`src/rtl/sampler_pkg.sv`:
```
// sampler_pkg
//   Definitions shared between the segment selector and the sampler that
//   consumes its selections: segment-type codes, the selector FSM state
//   encoding, the LFSR reset value and a weight clamp helper.
package sampler_pkg;

   // Segment type codes carried on in_seg_type / out_type
   localparam logic [1:0] EXPDOWN = 2'd1;
   localparam logic [1:0] EXPUP   = 2'd2;
   localparam logic [1:0] UNIFORM = 2'd3;

   // LFSR value after reset, also used when a zero value would be loaded
   localparam logic [15:0] LFSR_RESET = 16'hACE1;

   // Selector FSM. ST_IDLE doubles as the segment load state.
   typedef enum logic [1:0] {
      ST_IDLE   = 2'd0,
      ST_SCALE  = 2'd1,
      ST_SEARCH = 2'd2,
      ST_OUTPUT = 2'd3
   } sel_state_t;

   // Signed 8-bit weight clamped at zero: negative weights count as 0.
   function automatic logic [7:0] clamp_weight(input logic [7:0] w);
      return w[7] ? 8'd0 : w;
   endfunction

endpackage

```
`src/rtl/selector_lfsr.sv`:
```
// selector_lfsr
//   16-bit Fibonacci LFSR, shifting left with feedback
//   r[15]^r[13]^r[12]^r[10] into bit 0. Advances every cycle; a seed load
//   takes priority over the advance and loads {seed, ~seed}. A zero load
//   value is replaced by LFSR_RESET so the register can never lock up.
// Ports
//   clk        in   clock
//   rst        in   asynchronous active-high reset (value <= LFSR_RESET)
//   seed_load  in   load {seed, ~seed} this cycle
//   seed       in   seed byte
//   value      out  current LFSR state
module selector_lfsr
   import sampler_pkg::*;
(
   input  logic        clk,
   input  logic        rst,
   input  logic        seed_load,
   input  logic [7:0]  seed,
   output logic [15:0] value
);

   logic [15:0] load_val;
   logic [15:0] next_val;

   always_comb begin
      load_val = {seed, ~seed};
      next_val = {value[14:0], value[15] ^ value[13] ^ value[12] ^ value[10]};
   end

   always_ff @(posedge clk or posedge rst) begin
      if (rst) begin
         value <= LFSR_RESET;
      end else if (seed_load) begin
         value <= (load_val == 16'd0) ? LFSR_RESET : load_val;
      end else begin
         value <= next_val;
      end
   end

endmodule

```
`src/rtl/segment_selector.sv`:
```
// segment_selector
//   Buffers the weighted segments of one variable, draws a point in
//   [0, total weight) from a scaled LFSR value and emits the segment whose
//   cumulative-weight interval contains that point (roulette-wheel pick).
//
//   Handshakes (both sides): a beat/selection transfers on a rising clock
//   edge where valid and ready are both high. The producer holds its data
//   stable while valid is high and ready is low; ready does not depend on
//   valid.
//
//   Build option: SEGMENT_SELECTOR_BINARY_SEARCH_EN selects a binary search
//   of fixed $clog2(MAX_SEGMENTS) cycles instead of the default linear scan
//   (one index per cycle). Both return the same index.
//
// Parameters
//   WIDTH         signed width of from/to bounds
//   MAX_SEGMENTS  buffer depth, power of two >= 2
// Ports
//   in_clock, in_reset            clock, asynchronous active-high reset
//   in_seed_load, in_seed         reseed the LFSR with {seed, ~seed}
//   in_seg_valid / out_seg_ready  segment beat handshake
//   in_seg_from, in_seg_to        segment bounds (signed)
//   in_seg_type, in_seg_weight    segment type, signed weight (<=0 is 0)
//   in_seg_last                   final segment of the variable
//   out_valid / in_ready          selection handshake
//   out_from, out_to, out_type    selected segment
//   out_weight                    selected weight as received
//   out_index                     selected buffer index
//   out_zero_weight               total weight was 0, index 0 forced
//   dbg_state                     current FSM state
module segment_selector
   import sampler_pkg::*;
#(
   parameter int WIDTH        = 8,
   parameter int MAX_SEGMENTS = 8
) (
   input  logic                             in_clock,
   input  logic                             in_reset,
   input  logic                             in_seed_load,
   input  logic [7:0]                       in_seed,
   input  logic                             in_seg_valid,
   output logic                             out_seg_ready,
   input  logic signed [WIDTH-1:0]          in_seg_from,
   input  logic signed [WIDTH-1:0]          in_seg_to,
   input  logic [1:0]                       in_seg_type,
   input  logic [7:0]                       in_seg_weight,
   input  logic                             in_seg_last,
   output logic                             out_valid,
   input  logic                             in_ready,
   output logic signed [WIDTH-1:0]          out_from,
   output logic signed [WIDTH-1:0]          out_to,
   output logic [1:0]                       out_type,
   output logic [7:0]                       out_weight,
   output logic [$clog2(MAX_SEGMENTS)-1:0]  out_index,
   output logic                             out_zero_weight,
   output sel_state_t                       dbg_state
);

   localparam int IDX_W     = $clog2(MAX_SEGMENTS);
   localparam int CNT_W     = IDX_W + 1;
   localparam int ACC_WIDTH = 8 + IDX_W;

   sel_state_t state, state_nx;

   logic [15:0]          lfsr_value;
   logic [CNT_W-1:0]     count;
   logic [ACC_WIDTH-1:0] total;
   logic [ACC_WIDTH-1:0] target;
   logic [ACC_WIDTH-1:0] cum_next;

   logic signed [WIDTH-1:0] seg_from   [MAX_SEGMENTS];
   logic signed [WIDTH-1:0] seg_to     [MAX_SEGMENTS];
   logic [1:0]              seg_type   [MAX_SEGMENTS];
   logic [7:0]              seg_weight [MAX_SEGMENTS];
   logic [ACC_WIDTH-1:0]    cum        [MAX_SEGMENTS];

   logic             beat_fire;
   logic             load_done;
   logic             search_done;
   logic             search_zero;
   logic [IDX_W-1:0] wr_idx;
   logic [IDX_W-1:0] last_idx;
   logic [IDX_W-1:0] search_idx;

   selector_lfsr u_lfsr (
      .clk       (in_clock),
      .rst       (in_reset),
      .seed_load (in_seed_load),
      .seed      (in_seed),
      .value     (lfsr_value)
   );

   always_comb begin
      beat_fire   = in_seg_valid & out_seg_ready;
      // A full buffer ends the list even without in_seg_last
      load_done   = in_seg_last | (count == CNT_W'(MAX_SEGMENTS - 1));
      wr_idx      = count[IDX_W-1:0];
      last_idx    = IDX_W'(count - CNT_W'(1));
      cum_next    = total + ACC_WIDTH'(clamp_weight(in_seg_weight));
      search_zero = (total == '0);
   end

   // ------------------------------------------------------------------
   // Search engine: finds the first index whose cumulative weight exceeds
   // the target. cum[] is non-decreasing and cum[count-1] = total > target,
   // so the answer always lies in [0, count-1].
   // ------------------------------------------------------------------
`ifdef SEGMENT_SELECTOR_BINARY_SEARCH_EN
   logic [IDX_W-1:0] lo, hi, mid, lo_nx, hi_nx;
   logic [CNT_W-1:0] step;

   always_comb begin
      mid   = IDX_W'(({1'b0, lo} + {1'b0, hi}) >> 1);
      lo_nx = lo;
      hi_nx = hi;
      if (cum[mid] > target) begin
         hi_nx = mid;
      end else if (mid < hi) begin
         lo_nx = mid + IDX_W'(1);
      end
      // The interval halves each step, so IDX_W steps always converge;
      // running the full count keeps latency independent of the result.
      search_done = (step == CNT_W'(IDX_W - 1));
      search_idx  = search_zero ? '0 : hi_nx;
   end

   always_ff @(posedge in_clock or posedge in_reset) begin
      if (in_reset) begin
         lo   <= '0;
         hi   <= '0;
         step <= '0;
      end else if (state == ST_SCALE) begin
         lo   <= '0;
         hi   <= last_idx;
         step <= '0;
      end else if (state == ST_SEARCH) begin
         lo   <= lo_nx;
         hi   <= hi_nx;
         step <= step + CNT_W'(1);
      end
   end
`else
   logic [IDX_W-1:0] scan_idx;

   always_comb begin
      // The last loaded slot is always a hit; testing it explicitly keeps
      // the scan from ever walking past the loaded entries.
      search_done = search_zero | (cum[scan_idx] > target) | (scan_idx == last_idx);
      search_idx  = search_zero ? '0 : scan_idx;
   end

   always_ff @(posedge in_clock or posedge in_reset) begin
      if (in_reset) begin
         scan_idx <= '0;
      end else if (state == ST_SCALE) begin
         scan_idx <= '0;
      end else if ((state == ST_SEARCH) && !search_done) begin
         scan_idx <= scan_idx + IDX_W'(1);
      end
   end
`endif

   // ------------------------------------------------------------------
   // FSM: state register / next state / outputs
   // ------------------------------------------------------------------
   always_ff @(posedge in_clock or posedge in_reset) begin
      if (in_reset) begin
         state <= ST_IDLE;
      end else begin
         state <= state_nx;
      end
   end

   always_comb begin
      state_nx = state;
      case (state)
         ST_IDLE:   if (beat_fire && load_done) state_nx = ST_SCALE;
         ST_SCALE:  state_nx = ST_SEARCH;
         ST_SEARCH: if (search_done) state_nx = ST_OUTPUT;
         ST_OUTPUT: if (in_ready) state_nx = ST_IDLE;
         default:   state_nx = ST_IDLE;
      endcase
   end

   always_comb begin
      out_seg_ready = (state == ST_IDLE);
      out_valid     = (state == ST_OUTPUT);
      dbg_state     = state;
   end

   // ------------------------------------------------------------------
   // Segment buffer (no reset: entries beyond count are never read)
   // ------------------------------------------------------------------
   always_ff @(posedge in_clock) begin
      if (beat_fire) begin
         seg_from[wr_idx]   <= in_seg_from;
         seg_to[wr_idx]     <= in_seg_to;
         seg_type[wr_idx]   <= in_seg_type;
         seg_weight[wr_idx] <= in_seg_weight;
         cum[wr_idx]        <= cum_next;
      end
   end

   // Load accounting and draw scaling
   always_ff @(posedge in_clock or posedge in_reset) begin
      if (in_reset) begin
         count  <= '0;
         total  <= '0;
         target <= '0;
      end else begin
         case (state)
            ST_IDLE: begin
               if (beat_fire) begin
                  count <= count + CNT_W'(1);
                  total <= cum_next;
               end
            end
            ST_SCALE: begin
               // lfsr/2^16 < 1, so the scaled draw is strictly below total
               target <= ACC_WIDTH'(({{ACC_WIDTH{1'b0}}, lfsr_value} *
                                     {16'd0, total}) >> 16);
            end
            ST_OUTPUT: begin
               if (in_ready) begin
                  count <= '0;
                  total <= '0;
               end
            end
            default: ;
         endcase
      end
   end

   // Selection registers: captured on leaving SEARCH, held afterwards
   always_ff @(posedge in_clock or posedge in_reset) begin
      if (in_reset) begin
         out_from        <= '0;
         out_to          <= '0;
         out_type        <= '0;
         out_weight      <= '0;
         out_index       <= '0;
         out_zero_weight <= 1'b0;
      end else if ((state == ST_SEARCH) && search_done) begin
         out_from        <= seg_from[search_idx];
         out_to          <= seg_to[search_idx];
         out_type        <= seg_type[search_idx];
         out_weight      <= seg_weight[search_idx];
         out_index       <= search_idx;
         out_zero_weight <= search_zero;
      end
   end

endmodule

```
`config.mk`:
```
export PLATFORM = sky130hd
export DESIGN_NAME = segment_selector
export DESIGN_NICKNAME = d
export VERILOG_FILES = /design/src/rtl/sampler_pkg.sv /design/src/rtl/selector_lfsr.sv /design/src/rtl/segment_selector.sv
export SDC_FILE = /design/constraint.sdc
export NUM_CORES = 1
export LEC_CHECK = 0
export ABC_AREA = 0
export CORE_UTILIZATION = 40
export DETAILED_ROUTE_END_ITERATION = 10
export GPL_TIMING_DRIVEN = 0
export PLACE_DENSITY = 0.65
export SYNTH_ARGS = -nofsm -noshare
export SYNTH_HDL_FRONTEND = slang
export SYNTH_SLANG_ARGS = --single-unit
```
`constraint.sdc`:
```
create_clock -name in_clock -period 8.5 [get_ports in_clock]
set_input_delay 0.85 -clock in_clock [delete_from_list [all_inputs] [get_ports in_clock]]
set_output_delay 0.85 -clock in_clock [all_outputs]
set_load 0.02 [all_outputs]
```
-- Word-level counts from Yosys, hierarchy flattened
Memories as Yosys holds them, arrays and structs flattened. A register that Yosys moved wholly into a read port is not among the register bits.
Index checks and enable logic that the tools add are counted.
- register bits after elaboration: 51
- word-level logic and storage cells: 65
- input bits: 40
- memories kept: 5
- output and inout bits: 34
- bits in writable memories: 296
- add/sub/neg operators: 4
- equality and inequality tests: 9
- reduce and logical (&&, ||, !) cells: 11
- bitwise operators: 8
- $lt $le $gt $ge: 1
- $mul: 1
- multiplexer cells: 18
- memory list (memory ; words ; bits a word ; read ports ; clocked after memory_dff ; wr ports ; RTL line ; source):
    cum ; 8 ; 11 ; 1 ; 0 ; 1 ; segment_selector.sv:75 ; logic [ACC_WIDTH-1:0] cum [MAX_SEGMENTS];
    seg_from ; 8 ; 8 ; 1 ; 1 ; 1 ; segment_selector.sv:71 ; logic signed [WIDTH-1:0] seg_from [MAX_SEGMENTS];
    seg_to ; 8 ; 8 ; 1 ; 1 ; 1 ; segment_selector.sv:72 ; logic signed [WIDTH-1:0] seg_to [MAX_SEGMENTS];
    seg_weight ; 8 ; 8 ; 1 ; 1 ; 1 ; segment_selector.sv:74 ; logic [7:0] seg_weight [MAX_SEGMENTS];
    seg_type ; 8 ; 2 ; 1 ; 1 ; 1 ; segment_selector.sv:73 ; logic [1:0] seg_type [MAX_SEGMENTS];
- operators by type and width (operator ; number):
    16-bit two-way mux ; 2
    16-bit by 11-bit multiplier with 27-bit output ; 1
    11-bit two-way mux ; 2
    11-bit one-hot mux with 2 select lines ; 1
    16-bit logical NOT ; 1
    11-bit by 7-bit adder with 11-bit output ; 1
    11-bit > comparator ; 1
    11-bit logical NOT ; 1
    3-bit two-way mux ; 3
    4-bit two-way mux ; 2
    8-bit inverter ; 1
    2-bit one-hot mux with 4 select lines ; 1
    4-bit one-hot mux with 2 select lines ; 1
    7-bit two-way mux ; 1
    2-bit two-way mux ; 3
    2-bit by 1-bit inequality test with 1-bit output (second input constant) ; 3
    3-bit AND reduction ; 2
    4-bit by 1-bit adder with 4-bit output (second input constant) ; 1
    2-bit == test (second input constant) ; 2
    4-bit by 3-bit == test with 1-bit output (second input constant) ; 1
    2-bit nonzero test ; 2
    3-bit by 1-bit adder with 3-bit output (second input constant) ; 1
    3-bit == test ; 1
    1-bit logical AND ; 3
    other kinds (9) ; 14

-- Logic depth before layout (Yosys ltp)
Gate-level depths: netlist of the first run.
An unclocked memory read counts as a cell.
- word-level depth: 8
- depth in mapped cells: 21
- mapped depth without buffers: 19

-- Modules after synthesis
From an unflattened synthesis of the first run, not the netlist that was laid out.
- cell total of the unflattened synthesis: 1562
- area, all modules: 20527.2 um^2
- by module, submodules not included (module ; times used ; seq. area each (um^2) ; area an instance (um^2) ; cells an instance):
    segment_selector ; 1 ; 10415.0 ; 19851.5 ; 1517
    selector_lfsr ; 1 ; 410.4 ; 675.6 ; 45

-- Worst setup path before layout of the first run
Ideal clock, no wire load.
- path type: register -> register
- start: register total[2]
- end: register target[10]
- path slack: 3076 ps
- library setup time: 95 ps
- path buffers: 2
- data required time: 8405 ps
- stages on the path, launching flop included: 20
- arrival: 5328 ps
- clock period less this slack: 5424 ps
- path through: dfrtp_1 > clkbuf_1 > clkbuf_1 > nand2_1 > fa_1 > inv_1 > fa_1 > fa_1 > fa_1 > inv_1 > fa_1 > inv_1 > ha_1 > o21a_1 > nor2_1 > or3_1 > or4_1 > a31oi_1 > nor3_1 > o31ai_1
- cells in the longest elaborated chain, start to end: 1
- ends and longest elaborated chain (element ; RTL line ; source):
    start: declaration ; segment_selector.sv:67 ; logic [ACC_WIDTH-1:0] total;
    start signal: assignment ; segment_selector.sv:215 ; total <= cum_next;
    16-bit by 11-bit multiplier with 27-bit output ; segment_selector.sv:220 ; target <= ACC_WIDTH'(({{ACC_WIDTH{1'b0}}, lfsr_value} *
    end signal: assignment ; segment_selector.sv:220 ;
    end: declaration ; segment_selector.sv:68 ; logic [ACC_WIDTH-1:0] target;
Every way passes these cells.
A chain may end at the register's enable or synchronous reset.

-- Final worst setup path of the first run
- start: register total[3]
- end: register target[6]
Same word-level chain as after synthesis.

==> key figures, run 1 <==
STA
  – Final worst setup slack: 2.121 ns
  – Final Max Tran Viols: 0
  – RSZ-0062 raised after global routing: no
  – Worst Tran Pin Value: 1.135 ns
  – Skew final: 0.03234 ns
  – Setup_tns: 0 ns
  – Worst slew margin: 23.33%
  – Fin crit share: between 70 and 80%
  – Crit path time final: approximately 6.4 ns
  – # setup viols final: 0
  – Final Hold Fails: 0
  – Max Clock Freq: about 0.16 GHz

Clocking
  – Post-CTS Resized: 0
  – Max Root-Sink Buffers: 3
  – Clock root cell: clkbuf_16
  – H-tree levels: 2
  – Worst-path clk slew: 0.06 ns
  – Post CTS Setup Buffer Count: 0
  – Clock Sinks: 373
  – CTS buffer count: 39
  – # hold bufs at CTS: 0
  – CTS tree: done
  – Clk_lat worst skew: about 0.56 ns

GRT
  – Initial antenna violation count: 0
  – Vias in the first global route: 14,336
  – Gr usage total: 19.51%
  – Largest net degree at the start of global routing: 60
  – GRT overflow: 0
  – First-pass GRT wire length: roughly 80,000 um

Final layout
  – Filler Cells Inserted: 4,563
  – Inserted Diodes: 0
  – Utilization after layout: 46.67%
  – Design Area, Final: 23,940 um^2
  – Area delta synth->final: 15.18%
  – Share of layout cells above drive strength 1: 10.34%
  – Final net count: 2,070

Worst setup path
  – Crit path launch type: flop
  – Worst Path Class, Setup: reg -> reg
  – Worst path depth: 19
  – Worst Setup EP: target[6]
  – Critical path buffers and inverters: 5
  – Crit path max fanout: 10
  – CP arrival: 6.79 ns
  – CP delay by family, top: adder cells
  – Required time worst endpoint: 8.91 ns
  – Crit path launch: total[3]
  – CP max stage delay: about 0.60 ns
  – CP Capture Type: flop
  – Crit-path cells: clkbuf_1 > clkbuf_1 > nand2_1 > fa_1 > fa_1 > inv_1 > fa_1 > fa_1 > inv_1 > fa_1 > inv_1 > ha_1 > o21ai_0 > nor3_1 > a221oi_1 > o211a_1 > o21ai_0 > xnor2_1 > mux2i_1
  – RR Endpoint: target[6]
  – Worst R2R Path Depth: 19
  – Most numerous cell on the critical path: fa_1
  – Reg-to-reg startpoint: total[3]
  – Setup slack, reg-to-reg: ~2.1 ns
  – Slowest-stage cell, CP: a221oi_1

Power and ir drop
  – PwrDens: 285.5 nW/um^2
  – Leakage power: 0.009317 uW
  – Worst vdd ir: 0.0001529 V

Die
  – Row cnt: 83
  – Initial Util: between 40 and 50%
  – Ports: between 70 and 80
  – Die area: 52,890 um^2
  – Die height: 230.0 um
  – Core ar.: 51,300 um^2
  – Die Span X: 230.0 um

Synth
  – Asr flop ratio synth: 20.64%
  – Dominant cell by count in the synthesized netlist: nand2_1
  – Mapped Area: about 21,000 um^2
  – Cells after synthesis: around 1,700
  – Syn Area/Cell: 12.31 um^2
  – Leading area contributor after synthesis: edfxtp_1
  – Main flop type after synthesis: edfxtp_1
  – Post-synth EDFFs: 296
  – Area contributors post-synth: edfxtp_1 43%, fa_1 12%, dfrtp_1 8.3%
  – Cell variety after synth: roughly 60
  – Yosys top cell area share: 42.76%
  – Seq cells post-synth: 373
  – Synth warn: 0
  – Sequential area share after synthesis: 52.07%
  – Post-synth top cells: 300 x nand2_1, 296 x edfxtp_1, 158 x inv_1, 125 x fa_1, 97 x a21oi_1
  – Synth Net Count: 1,941

Status
  – Outcome: complete, no violations

Detailed routing
  – Detailed Routing Iterations Pass 1: 7
  – WL final: 50,190 um
  – Via count: 13,373
  – Iteration-0 DRC Markers: 1,011
  – Residual DRC: 0
  – Routed len/inst: 19.85 um
  – Vias per cell: ~5.3
  – ANT nets after route: 0

Worst hold path
  – Hold wc startpoint: target[9]
  – Worst Hold Class: reg -> reg

Placed design
  – Area of placed instances: 22,700 um^2
  – PortBufs: between 70 and 80
  – Detailed Place HPWL: approximately 36,000 um
  – Pre-CTS setup slack: 2.067 ns
  – Placer Congestion: 0.8423

Flow run
  – Max-cap violations: 0
[metrics by stage]
step	instances	hold slack, ns	total power [uW]
finish	2528	0.4976	6835
global route	2528	0.5243	7361
CTS	2528	0.4999	6910
detailed placement	2457	0.4869	5237
global placement	2441	0.4770	5132
floorplan	1689	0.4513	4295
[area by class of cell]
class,count,area (um^2),area share (%)
flip-flops and latches,373,10830,45.21
well taps,680,850.8,3.553
repair buffers,88,1005,4.196
multi-input cells,1066,9000,37.59
clock inverters,15,192.7,0.8047
plain buffers,92,425.4,1.777
clock buffers,56,1050,4.384
inverters,158,595.6,2.487
[how the worst min path moves through the flow]
stage | to | cells after the start | slack (ns)
3_3_place_gp | target[10] | 2 | 0.48
4_1_cts | target[9] | 2 | 0.50
3_5_place_dp | target[9] | 2 | 0.49
2_1_floorplan | count[3] | 1 | 0.45
5_1_grt | out_to[4] | 1 | 0.52
6_report | target[9] | 2 | 0.50
[cells by family (layout without fill, tap and decap cells)]
| kind of cell | count (synthesis) | after routing | share of synthesized area, % |
|---|---|---|---|
| AOI/OAI and AO/OA | 198 | 198 | 5.928 |
| DFF | 373 | 373 | 52.07 |
| xor gates and xnor gates | 28 | 28 | 1.180 |
| buffers and inverters | 250 | 409 | 4.899 |
| and+or+nand+nor | 516 | 516 | 11.60 |
| muxes | 112 | 112 | 7.042 |
| adders and majority gates | 212 | 212 | 17.27 |
[worst register-to-register path: cells and delay by family (launching register included)]
kind / cells / cell delay, ns
flops: 1 / 0.35
simple gates: 2 / 0.27
fa+ha+maj: 6 / 2.65
compound gates: 4 / 1.44
mux: 1 / 0.11
xor+xnor: 1 / 0.24
buf+inv: 5 / 1.18
[flip-flops by register name (all words and copies together), names as in the netlist]
register,flops
out_zero_weight,1
out_type,2
out_to,8
count,4
seg_type,16
u_lfsr.value,16
out_weight,8
seg_from,64
seg_to,64
target,11
seg_weight,64
out_index,3
out_from,8
dbg_state,2
cum,88
total,11
scan_idx,3
[report_power, final]
part           total, uW  internal (uW)  switching (uW)  leakage, uW
logic               2820           1140            1680      0.00509
clock network       1660            960             699     0.000597
registers           2360           2230             125      0.00363
total               6840           4340            2500      0.00932
[routing by layer]
metal  track usage (%)  wire length (um)  up-vias  share of wire (%)
li1                  -                 -     6073                  -
met4             6.022              1328        0                2.6
met2             34.03             25130      437                 50
met5                 0                 0        -                  0
met1             25.26             21000     6766                 42
met3             2.393              2731       97                5.4
[cells in the final DEF, fill, tap and decap left out, types with 5 or more instances in the layout]
cell and instances:
a21oi_1 97, dfrtp_1 69, fa_1 125, a22o_1 8, buf_2 13, o221ai_1 5
a31oi_1 5, edfxtp_1 296, or4_1 25, nand4_1 6, clkdlybuf4s50_1 72, mux2_2 51
a21o_1 9, and2_1 90, clkbuf_1 80, buf_6 15, clkbuf_16 39, nor2_4 6
inv_1 157, mux2i_1 36, mux4_2 22, nor2b_1 12, nand3_1 8, nor3_1 9
nor2_1 39, xor2_1 13, buf_1 6, ha_1 87, o21ai_0 22, nand2_1 300
xnor2_1 15, or2_2 5, dfstp_2 8, a311oi_1 23
(Power assumes the default switching activity.)
==> inputs of run 2 (changes only) <==
Settings changed: PLACE_DENSITY 0.65 to 0.67.
Clock period 8.5 ns to 5.7 ns, I/O delays scaled along.
==> key figures, run 2 (synthesized netlist as in run 1, its figures left out) <==
Worst setup path
  – Crit-path cells: buf_6 > buf_4 > nand2_1 > fa_1 > inv_1 > fa_1 > fa_1 > fa_1 > inv_1 > fa_1 > inv_1 > ha_1 > o21a_1 > nor2_1 > or3_4 > or4_4 > a31oi_4 > nor3_1 > o31ai_1
  – Critical path buffers and inverters: 5
  – CP delay by family, top: adder cells
  – Worst path depth: 19
  – CP max stage delay: 0.53 ns
  – CP Capture Type: flop
  – Setup slack, reg-to-reg: 0.21 ns
  – Crit path max fanout: 10
  – RR Endpoint: target[10]
  – Slowest-stage cell, CP: fa_1
  – Crit path launch type: flop
  – Crit path launch: total[3]
  – Most numerous cell on the critical path: fa_1
  – Worst Setup EP: target[10]
  – CP arrival: 5.96 ns
  – Worst Path Class, Setup: reg -> reg
  – Required time worst endpoint: just over 6 ns
  – Reg-to-reg startpoint: total[3]
  – Worst R2R Path Depth: 19

Placed design
  – PortBufs: 72
  – Detailed Place HPWL: ~36,000 um
  – Pre-CTS setup slack: -0.7764 ns
  – Area of placed instances: 22,690 um^2
  – Placer Congestion: 0.8400

Die
  – Die height: 230.0 um
  – Core ar.: 51,300 um^2
  – Row cnt: 83
  – Ports: 74
  – Initial Util: 40.52%
  – Die Span X: 230.0 um
  – Die area: 52,890 um^2

Detailed routing
  – Residual DRC: 0
  – Vias per cell: 5.263
  – ANT nets after route: 0
  – Detailed Routing Iterations Pass 1: 5
  – Routed len/inst: 19.70 um
  – WL final: 49,710 um
  – Via count: 13,279
  – Iteration-0 DRC Markers: ~1,000

Clocking
  – Worst-path clk slew: 0.06 ns
  – CTS buffer count: 38
  – Clock Sinks: 373
  – Clock root cell: clkbuf_16
  – CTS tree: done
  – Max Root-Sink Buffers: 3
  – H-tree levels: 2
  – Clk_lat worst skew: ~0.56 ns

Final layout
  – Commonest non-fill, non-tap cell in the layout: nand2_1
  – Commonest cells after routing, fill and taps aside: 300 x nand2_1, 296 x edfxtp_1, 157 x inv_1
  – Design Area, Final: ~24,000 um^2
  – Inserted Diodes: 0
  – Most flops, register: cum
  – Max FFs per register: 88
  – Share of layout cells above drive strength 1: approximately an eighth
  – Final net count: 2,066
  – Area delta synth->final: 15.80%
  – Filler Cells Inserted: 4,493

STA
  – Skew final: 0.01549 ns
  – Max Clock Freq: 0.1822 GHz
  – # setup viols final: 0
  – Worst Tran Pin Value: 1.294 ns
  – Final worst setup slack: ~0.21 ns
  – Worst slew margin: 12.63%
  – Final Max Tran Viols: 0
  – Crit path time final: between 5 and 6 ns
  – Hold WS: 0.3445 ns
  – Fin crit share: 96.30%
  – RSZ-0062 raised after global routing: no
  – Final Hold Fails: 0

Worst hold path
  – Worst Hold Class: in -> async

GRT
  – Initial antenna violation count: 0
  – Vias in the first global route: roughly 14,000
  – First-pass GRT wire length: ~80,000 um
  – Gr usage total: 19.42%
  – Largest net degree at the start of global routing: just under 60
  – GRT overflow: 0

Flow run
  – Max-cap violations: 0

Status
  – Outcome: complete, no violations

Power and ir drop
  – Pwr Total: 10,320 uW
  – Worst vdd ir: 0.0002516 V
  – Leakage power: 0.009413 uW
  – PwrDens: 428.8 nW/um^2
## run 2: changes by cell type in the layout (fill, tap and decap cells not counted), moves of 2 or more
cell and delta:
a211oi_1 -2, buf_2 +3, buf_4 +10, buf_6 +2, clkbuf_1 -42, clkbuf_2 +8
clkbuf_4 +4, clkinv_1 +5, clkinv_2 +6, clkinvlp_2 +2, dfrtp_1 -7, dfrtp_2 +7
o21ai_0 -2
## run 2: what timing repair did
action	4_1_cts	5_1_grt
gates resized for setup	27	43
setup buffers	0	8
hold buffers	0	0
pin swaps	0	6
endpoints found under the setup margin	41	30
## run 2: layout make-up
class / instances / area [um^2] / share of cell area (%)
plain buffers: 82 / 446.7 / 1.856
clock buffers: 41 / 962.2 / 3.997
clock inverters: 28 / 261.5 / 1.086
inverters: 158 / 595.6 / 2.474
multi-input cells: 1066 / 9074 / 37.69
flip-flops and latches: 373 / 10830 / 45.01
well taps: 680 / 850.8 / 3.534
repair buffers: 95 / 1049 / 4.356
## run 2: worst min path at each step
stage	startpoint	end	slack, ns	depth (start not counted)
6_report	in_reset	out_index[2]	0.34	2
5_1_grt	in_reset	out_index[1]	0.35	2
4_1_cts	in_reset	out_index[2]	0.34	2
3_5_place_dp	target[9]	target[9]	0.47	2
3_3_place_gp	count[3]	count[3]	0.48	1
2_1_floorplan	count[3]	count[3]	0.45	1
## run 2: worst reg2reg max path: stages, from the launching register on
cell     delay (ns)
dfrtp_1        0.38
buf_6          0.18
buf_4          0.21
nand2_1        0.10
fa_1           0.53
inv_1          0.05
fa_1           0.48
fa_1           0.51
fa_1           0.53
inv_1          0.06
fa_1           0.47
inv_1          0.04
ha_1           0.33
o21a_1         0.14
nor2_1         0.06
or3_4          0.40
or4_4          0.51
a31oi_4        0.17
nor3_1         0.07
o31ai_1        0.18
## run 2: through the flow
| stage | setup TNS, ns | cells | utilization (%) |
|---|---|---|---|
| 2_1_floorplan | 0 | 1689 | - |
| 3_3_place_gp | -110.73 | 2441 | 43.59 |
| 3_5_place_dp | -8.857 | 2456 | 44.22 |
| 4_1_cts | 0 | 2518 | 46.66 |
| 5_1_grt | 0 | 2523 | 46.92 |
| 6_report | 0 | 2523 | 46.92 |
## run 2: where the power goes
| part | total (uW) | switching [uW] | internal (uW) |
|---|---|---|---|
| sequential | 3540 | 206 | 3330 |
| combinational | 4350 | 2560 | 1790 |
| clock | 2430 | 1060 | 1370 |
| total | 10300 | 3830 | 6500 |
## run 2: routing by layer
metal	track usage (%)	vias up	wire length (um)
met3	2.778	72	2961
met1	25.33	6693	20650
met2	33.87	430	25090
met4	4.925	0	1008
met5	0	-	0
li1	-	6084	-
